$ cat config.mk
export PLATFORM = sky130hd
export DESIGN_NAME = axi_err_slv
export DESIGN_NICKNAME = d
export VERILOG_FILES = /design/src/rtl/axi_err_slv.sv
export SDC_FILE = /design/constraint.sdc
export NUM_CORES = 1
export LEC_CHECK = 0
export BUFFER_PORTS_ARGS = -buffer_cell sky130_fd_sc_hd__buf_2
export CAP_MARGIN = 20
export CORE_AREA = 2 2 118 120
export DETAILED_ROUTE_END_ITERATION = 16
export DIE_AREA = 0 0 120 122
export REMOVE_ABC_BUFFERS = 1
export SYNTH_ARGS = -nofsm -noshare
export SYNTH_HDL_FRONTEND = slang
export SYNTH_SLANG_ARGS = --single-unit
$ cat constraint.sdc
create_clock -name clk_i -period 3.41 [get_ports clk_i]
set_input_delay 0.5115 -clock clk_i [delete_from_list [all_inputs] [get_ports clk_i]]
set_output_delay 0.5115 -clock clk_i [all_outputs]
set_load 0.05 [all_outputs]
$ cat src/rtl/axi_err_slv.sv
// AXI4 error responder for unmapped crossbar ports: every write is answered
// with one B beat and every read with len+1 R beats, all carrying RESP.
module axi_err_slv #(
    parameter int unsigned ADDR_WIDTH = 32,
    parameter int unsigned DATA_WIDTH = 64,
    parameter int unsigned ID_WIDTH   = 4,
    parameter int unsigned USER_WIDTH = 1,
    parameter logic [1:0]  RESP       = 2'b11,
    parameter logic [63:0] RESP_DATA  = 64'hCA11AB1E
) (
    input  logic                    clk_i,
    input  logic                    rst_ni,
    // AW
    input  logic [ID_WIDTH-1:0]     slv_aw_id,
    input  logic [ADDR_WIDTH-1:0]   slv_aw_addr,
    input  logic [7:0]              slv_aw_len,
    input  logic [2:0]              slv_aw_size,
    input  logic [1:0]              slv_aw_burst,
    input  logic                    slv_aw_lock,
    input  logic [3:0]              slv_aw_cache,
    input  logic [2:0]              slv_aw_prot,
    input  logic [3:0]              slv_aw_qos,
    input  logic [3:0]              slv_aw_region,
    input  logic [5:0]              slv_aw_atop,
    input  logic [USER_WIDTH-1:0]   slv_aw_user,
    input  logic                    slv_aw_valid,
    output logic                    slv_aw_ready,
    // W
    input  logic [DATA_WIDTH-1:0]   slv_w_data,
    input  logic [DATA_WIDTH/8-1:0] slv_w_strb,
    input  logic                    slv_w_last,
    input  logic [USER_WIDTH-1:0]   slv_w_user,
    input  logic                    slv_w_valid,
    output logic                    slv_w_ready,
    // B
    output logic [ID_WIDTH-1:0]     slv_b_id,
    output logic [1:0]              slv_b_resp,
    output logic [USER_WIDTH-1:0]   slv_b_user,
    output logic                    slv_b_valid,
    input  logic                    slv_b_ready,
    // AR
    input  logic [ID_WIDTH-1:0]     slv_ar_id,
    input  logic [ADDR_WIDTH-1:0]   slv_ar_addr,
    input  logic [7:0]              slv_ar_len,
    input  logic [2:0]              slv_ar_size,
    input  logic [1:0]              slv_ar_burst,
    input  logic                    slv_ar_lock,
    input  logic [3:0]              slv_ar_cache,
    input  logic [2:0]              slv_ar_prot,
    input  logic [3:0]              slv_ar_qos,
    input  logic [3:0]              slv_ar_region,
    input  logic [USER_WIDTH-1:0]   slv_ar_user,
    input  logic                    slv_ar_valid,
    output logic                    slv_ar_ready,
    // R
    output logic [ID_WIDTH-1:0]     slv_r_id,
    output logic [DATA_WIDTH-1:0]   slv_r_data,
    output logic [1:0]              slv_r_resp,
    output logic                    slv_r_last,
    output logic [USER_WIDTH-1:0]   slv_r_user,
    output logic                    slv_r_valid,
    input  logic                    slv_r_ready,
    output logic                    idle_o
);

    typedef enum logic [1:0] {W_IDLE = 2'd0, W_DATA = 2'd1, W_RESP = 2'd2} wr_state_e;
    typedef enum logic       {R_IDLE = 1'b0, R_DATA = 1'b1} rd_state_e;

    localparam logic [DATA_WIDTH-1:0] RDATA = DATA_WIDTH'(RESP_DATA);

    wr_state_e             wr_state_r, wr_state_s;
    rd_state_e             rd_state_r, rd_state_s;
    logic [ID_WIDTH-1:0]   aw_id_r;
    logic [ID_WIDTH-1:0]   ar_id_r;
    logic [7:0]            ar_len_r;
    logic [7:0]            cnt_r;
    logic                  r_last_s;

    // Payload and sideband fields carry no meaning for an error responder.
    logic unused_s;
    assign unused_s = ^{slv_aw_addr, slv_aw_len, slv_aw_size, slv_aw_burst, slv_aw_lock,
                        slv_aw_cache, slv_aw_prot, slv_aw_qos, slv_aw_region, slv_aw_atop,
                        slv_aw_user, slv_w_data, slv_w_strb, slv_w_user, slv_ar_addr,
                        slv_ar_size, slv_ar_burst, slv_ar_lock, slv_ar_cache, slv_ar_prot,
                        slv_ar_qos, slv_ar_region, slv_ar_user};

    assign r_last_s = (cnt_r == ar_len_r);

    // Write FSM next-state decode
    always_comb begin
        wr_state_s = wr_state_r;
        case (wr_state_r)
            W_IDLE: begin
                if (slv_aw_valid) wr_state_s = W_DATA;
                else              wr_state_s = W_IDLE;
            end
            W_DATA: begin
                if (slv_w_valid && slv_w_last) wr_state_s = W_RESP;
                else                           wr_state_s = W_DATA;
            end
            W_RESP: begin
                if (slv_b_ready) wr_state_s = W_IDLE;
                else             wr_state_s = W_RESP;
            end
            default: wr_state_s = W_IDLE;
        endcase
    end

    // Read FSM next-state decode; leaves RDATA only on the last beat handshake
    always_comb begin
        rd_state_s = rd_state_r;
        case (rd_state_r)
            R_IDLE: begin
                if (slv_ar_valid) rd_state_s = R_DATA;
                else              rd_state_s = R_IDLE;
            end
            R_DATA: begin
                if (slv_r_ready && r_last_s) rd_state_s = R_IDLE;
                else                         rd_state_s = R_DATA;
            end
            default: rd_state_s = R_IDLE;
        endcase
    end

    // Write state and latched AW id
    always_ff @(posedge clk_i or negedge rst_ni) begin
        if (!rst_ni) begin
            wr_state_r <= W_IDLE;
            aw_id_r    <= {ID_WIDTH{1'b0}};
        end else begin
            wr_state_r <= wr_state_s;
            if (wr_state_r == W_IDLE && slv_aw_valid) aw_id_r <= slv_aw_id;
            else                                     aw_id_r <= aw_id_r;
        end
    end

    // Read state, latched AR id/len and beat counter (held at len on the last beat)
    always_ff @(posedge clk_i or negedge rst_ni) begin
        if (!rst_ni) begin
            rd_state_r <= R_IDLE;
            ar_id_r    <= {ID_WIDTH{1'b0}};
            ar_len_r   <= 8'd0;
            cnt_r      <= 8'd0;
        end else begin
            rd_state_r <= rd_state_s;
            if (rd_state_r == R_IDLE && slv_ar_valid) begin
                ar_id_r  <= slv_ar_id;
                ar_len_r <= slv_ar_len;
                cnt_r    <= 8'd0;
            end else if (rd_state_r == R_DATA && slv_r_ready && !r_last_s) begin
                cnt_r    <= cnt_r + 8'd1;
            end else begin
                cnt_r    <= cnt_r;
            end
        end
    end

    assign slv_aw_ready = (wr_state_r == W_IDLE);
    assign slv_w_ready  = (wr_state_r == W_DATA);
    assign slv_b_valid  = (wr_state_r == W_RESP);
    assign slv_b_id     = aw_id_r;
    assign slv_b_resp   = RESP;
    assign slv_b_user   = {USER_WIDTH{1'b0}};

    assign slv_ar_ready = (rd_state_r == R_IDLE);
    assign slv_r_valid  = (rd_state_r == R_DATA);
    assign slv_r_id     = ar_id_r;
    assign slv_r_data   = RDATA;
    assign slv_r_resp   = RESP;
    assign slv_r_last   = r_last_s;
    assign slv_r_user   = {USER_WIDTH{1'b0}};

    assign idle_o = (wr_state_r == W_IDLE) && (rd_state_r == R_IDLE);

endmodule

==> results.json <==
{
  "syn-instance-count": 199,
  "postSynthAreaPerCell_um2": 9.092,
  "maxCapViolations": 0,
  "nFillCells": 1537,
  "drt_pass1_iterations": 4,
  "clock_tree_from_tritoncts": "done",
  "clk_pin_slew_ns": 0.08,
  "cp_data_arrival_time_ns": 1.69,
  "nets": 457,
  "fmax_ghz": 0.4539,
  "async_reset_ff_share_pct": 100.0,
  "setup-tns-final_ns": 0,
  "setup.worst_path.start_class": "flop",
  "cts.path.max_buffers": 2,
  "insertedDiodeCount": 0,
  "worst_pin_slew_ns": 0.9080,
  "clkLatencyLatePin_ns": 0.27,
  "layout.cells.most_common": "sky130_fd_sc_hd__conb_1",
  "fraction_of_the_mapped_netlist_area_in_compound_gates_pct": 3.320,
  "synth-edff-count": 0,
  "yosysUniqueCellTypes": 27,
  "post_synth_fa_ha_maj_area_fraction_pct": 0.6916,
  "drcViolationCount": 0,
  "synth_top_family_by_area": "buffers and inverters",
  "post-place-ws_ns": 1.475,
  "status": "completed",
  "worstSetupEndpointType": "primary output",
  "cts_setup_buffers": 0,
  "number_of_antenna_violations_at_the_first_check_in_global_routing": 0,
  "num_rows": 43,
  "post_route_skew_ns": 0.01144,
  "dp_hpwl_mm": 2.569,
  "setup_violating_endpoint_count_in_the_final_report": 0,
  "path_class_of_the_lowest_slack_min_delay_path": "in -> async",
  "report.final.hold_viol_count": 0,
  "ios": 304,
  "cts_resized": 0,
  "critPathMaxFanout": 6,
  "share_of_layout_cells_above_drive_strength_1_pct": 20.76,
  "synth-seq-cells": 27,
  "synth_warnings": 0,
  "synth_sequential_area_ratio_pct": 37.34,
  "rsz0062_at_grt": "no",
  "vias": 1182,
  "die_x_um": 120,
  "finalWeightedCongestion": 0.6740,
  "synth_xor_xnor_area_share_pct": 5.325,
  "critPathKind": "reg -> out",
  "p_leak_nw": 1.054,
  "finish.instance_area_mm2": 0.002027,
  "cts-htree-levels": 1,
  "synth.area.mux_share_pct": 6.916,
  "drt_iter0_markers": 29,
  "detailed_place.area_mm2": 0.001943,
  "tritoncts.num_buffers": 3,
  "clock_tree.root_cell": "sky130_fd_sc_hd__clkbuf_16",
  "routed_via_density": 2.841,
  "ys_dominant_reg_cell": "sky130_fd_sc_hd__dfrtp_1",
  "clkSinkCount": 27,
  "holdBufCountCts": 0,
  "power_density_mw_per_mm2": 809.6,
  "mappedNetlistArea_mm2": 0.001809,
  "final_cell_mix": "70 x sky130_fd_sc_hd__conb_1, 46 x sky130_fd_sc_hd__nand2_1, 38 x sky130_fd_sc_hd__buf_2, 27 x sky130_fd_sc_hd__dfrtp_1",
  "routedWlPerCell_um": 7.736,
  "final_antenna_violating_net_count": 0,
  "global_route_wire_length_before_repair_mm": 5.195,
  "synthSimpleGateAreaFrac_pct": 15.70,
  "max_slew_margin_pct": 39.34,
  "synthToLayoutAreaGrowth_pct": 12.03,
  "via_count_of_the_first_global_routing_pass": 1076,
  "min_period_ns": 2.203,
  "floorplan.core_area_mm2": 0.01350,
  "required_ns": 2.90,
  "wirelength_mm": 3.218,
  "report.power.total_w": 0.001641,
  "ir_worst_vdd_mv": 0.2344,
  "finalMaxSlewViolations": 0,
  "grt_start_max_net_pins": 28,
  "grtUsageTotal_pct": 4.456,
  "global_route.overflow_total": 0,
  "layout_worst_path_cycle_share_pct": 64.61,
  "floorplan.die.height_um": 122,
  "initial_core_util_pct": 13.40,
  "place.port_buffers": 38,
  "finalWorstSetupSlack_ns": 1.207,
  "full_die_area_mm2": 0.01464
}
## per-stage QoR
| step | util (%) | hold WS (ns) | std cells |
|---|---|---|---|
| floorplan | - | 0.2159 | 194 |
| global placement | 14.39 | 0.4589 | 412 |
| detailed placement | 14.39 | 0.4597 | 412 |
| CTS | 15.01 | 0.2867 | 416 |
| global route | 15.01 | 0.3046 | 416 |
| finish | 15.01 | 0.2594 | 416 |
## layer usage
metal | track usage (%) | vias to the layer above | part of all wire [%] | routed length, um
met4 | 1.103 | 0 | 1.0 | 33
met1 | 5.060 | 546 | 41 | 1317
met5 | 0 | - | 0 | 0
li1 | - | 568 | - | -
met2 | 8.345 | 66 | 50 | 1605
met3 | 1.077 | 2 | 8.1 | 262
## registers in the layout, summed over array words and instances, names as in the netlist
register     cells
slv_r_valid      1
ar_len_r         8
slv_b_id         4
cnt_r            8
wr_state_r       2
slv_r_id         4
## report_power, final
group | leakage [nW] | total [W] | switching [W] | internal [W]
Combinational | 0.681 | 0.000792 | 0.000579 | 0.000213
Sequential | 0.332 | 0.000570 | 0.000118 | 0.000452
Clock | 0.0415 | 0.000279 | 0.000117 | 0.000162
Total | 1.05 | 0.00164 | 0.000814 | 0.000827
## synth_stat cells, types with 2 or more instances
master	count	area, um^2
sky130_fd_sc_hd__mux2i_1	8	80.08
sky130_fd_sc_hd__nor2_1	4	15.01
sky130_fd_sc_hd__inv_1	3	11.26
sky130_fd_sc_hd__conb_1	2	7.510
sky130_fd_sc_hd__clkbuf_1	3	11.26
sky130_fd_sc_hd__dfrtp_1	27	675.7
sky130_fd_sc_hd__o211ai_1	2	15.01
sky130_fd_sc_hd__xor2_1	3	26.28
sky130_fd_sc_hd__nand4_2	2	25.02
sky130_fd_sc_hd__nand2_1	46	172.7
sky130_fd_sc_hd__buf_4	70	525.5
sky130_fd_sc_hd__nor2b_1	3	18.77
sky130_fd_sc_hd__xnor2_1	8	70.07
sky130_fd_sc_hd__and4_1	2	17.52
sky130_fd_sc_hd__mux2_2	4	45.04
## area by class of cell
type                            count  area (um^2)  share of cell area [%]
Timing Repair Buffer               38        190.2                   9.383
Clock buffer                        3        75.07                   3.704
Clock inverter                      1        8.758                  0.4321
Inverter                            3        11.26                  0.5556
Tap cell                          180        225.2                   11.11
Sequential cell                    27        675.6                   33.33
Multi-Input combinational cell    164        840.8                   41.48
## worst max-delay path, cell delays in order (launching register included)
cell,delay (ns)
sky130_fd_sc_hd__dfrtp_1,0.46
sky130_fd_sc_hd__xnor2_1,0.21
sky130_fd_sc_hd__nand4_2,0.22
sky130_fd_sc_hd__nor2_1,0.24
sky130_fd_sc_hd__buf_2,0.31
## path summary, 6_finish.rpt
path	start	cells after the start	slack, ns	end
max reg2reg	cnt_r[4]$_DFFE_PN0P_	4	1.91	cnt_r[7]$_DFFE_PN0P_
max	cnt_r[4]$_DFFE_PN0P_	4	1.21	slv_r_last
min in group clk_i	slv_ar_id[1]	3	0.43	slv_r_id[1]$_DFFE_PN0P_
min reg2reg	slv_r_id[0]$_DFFE_PN0P_	2	0.48	slv_r_id[0]$_DFFE_PN0P_
min	rst_ni	1	0.26	ar_len_r[3]$_DFFE_PN0P_
max in group asynchronous	rst_ni	1	2.74	cnt_r[3]$_DFFE_PN0P_
## cell families (layout without fill, tap and decap cells)
group / after synthesis / in the layout
AO/OA/AOI/OAI: 7 / 7
other: 2 / 70
adder cells (fa/ha/maj): 1 / 1
XOR/XNOR: 11 / 11
flip-flops: 27 / 27
buffers and inverters: 76 / 45
AND/OR/NAND/NOR: 63 / 63
multiplexers: 12 / 12
No activity file was read; power rests on OpenSTA's default activity.
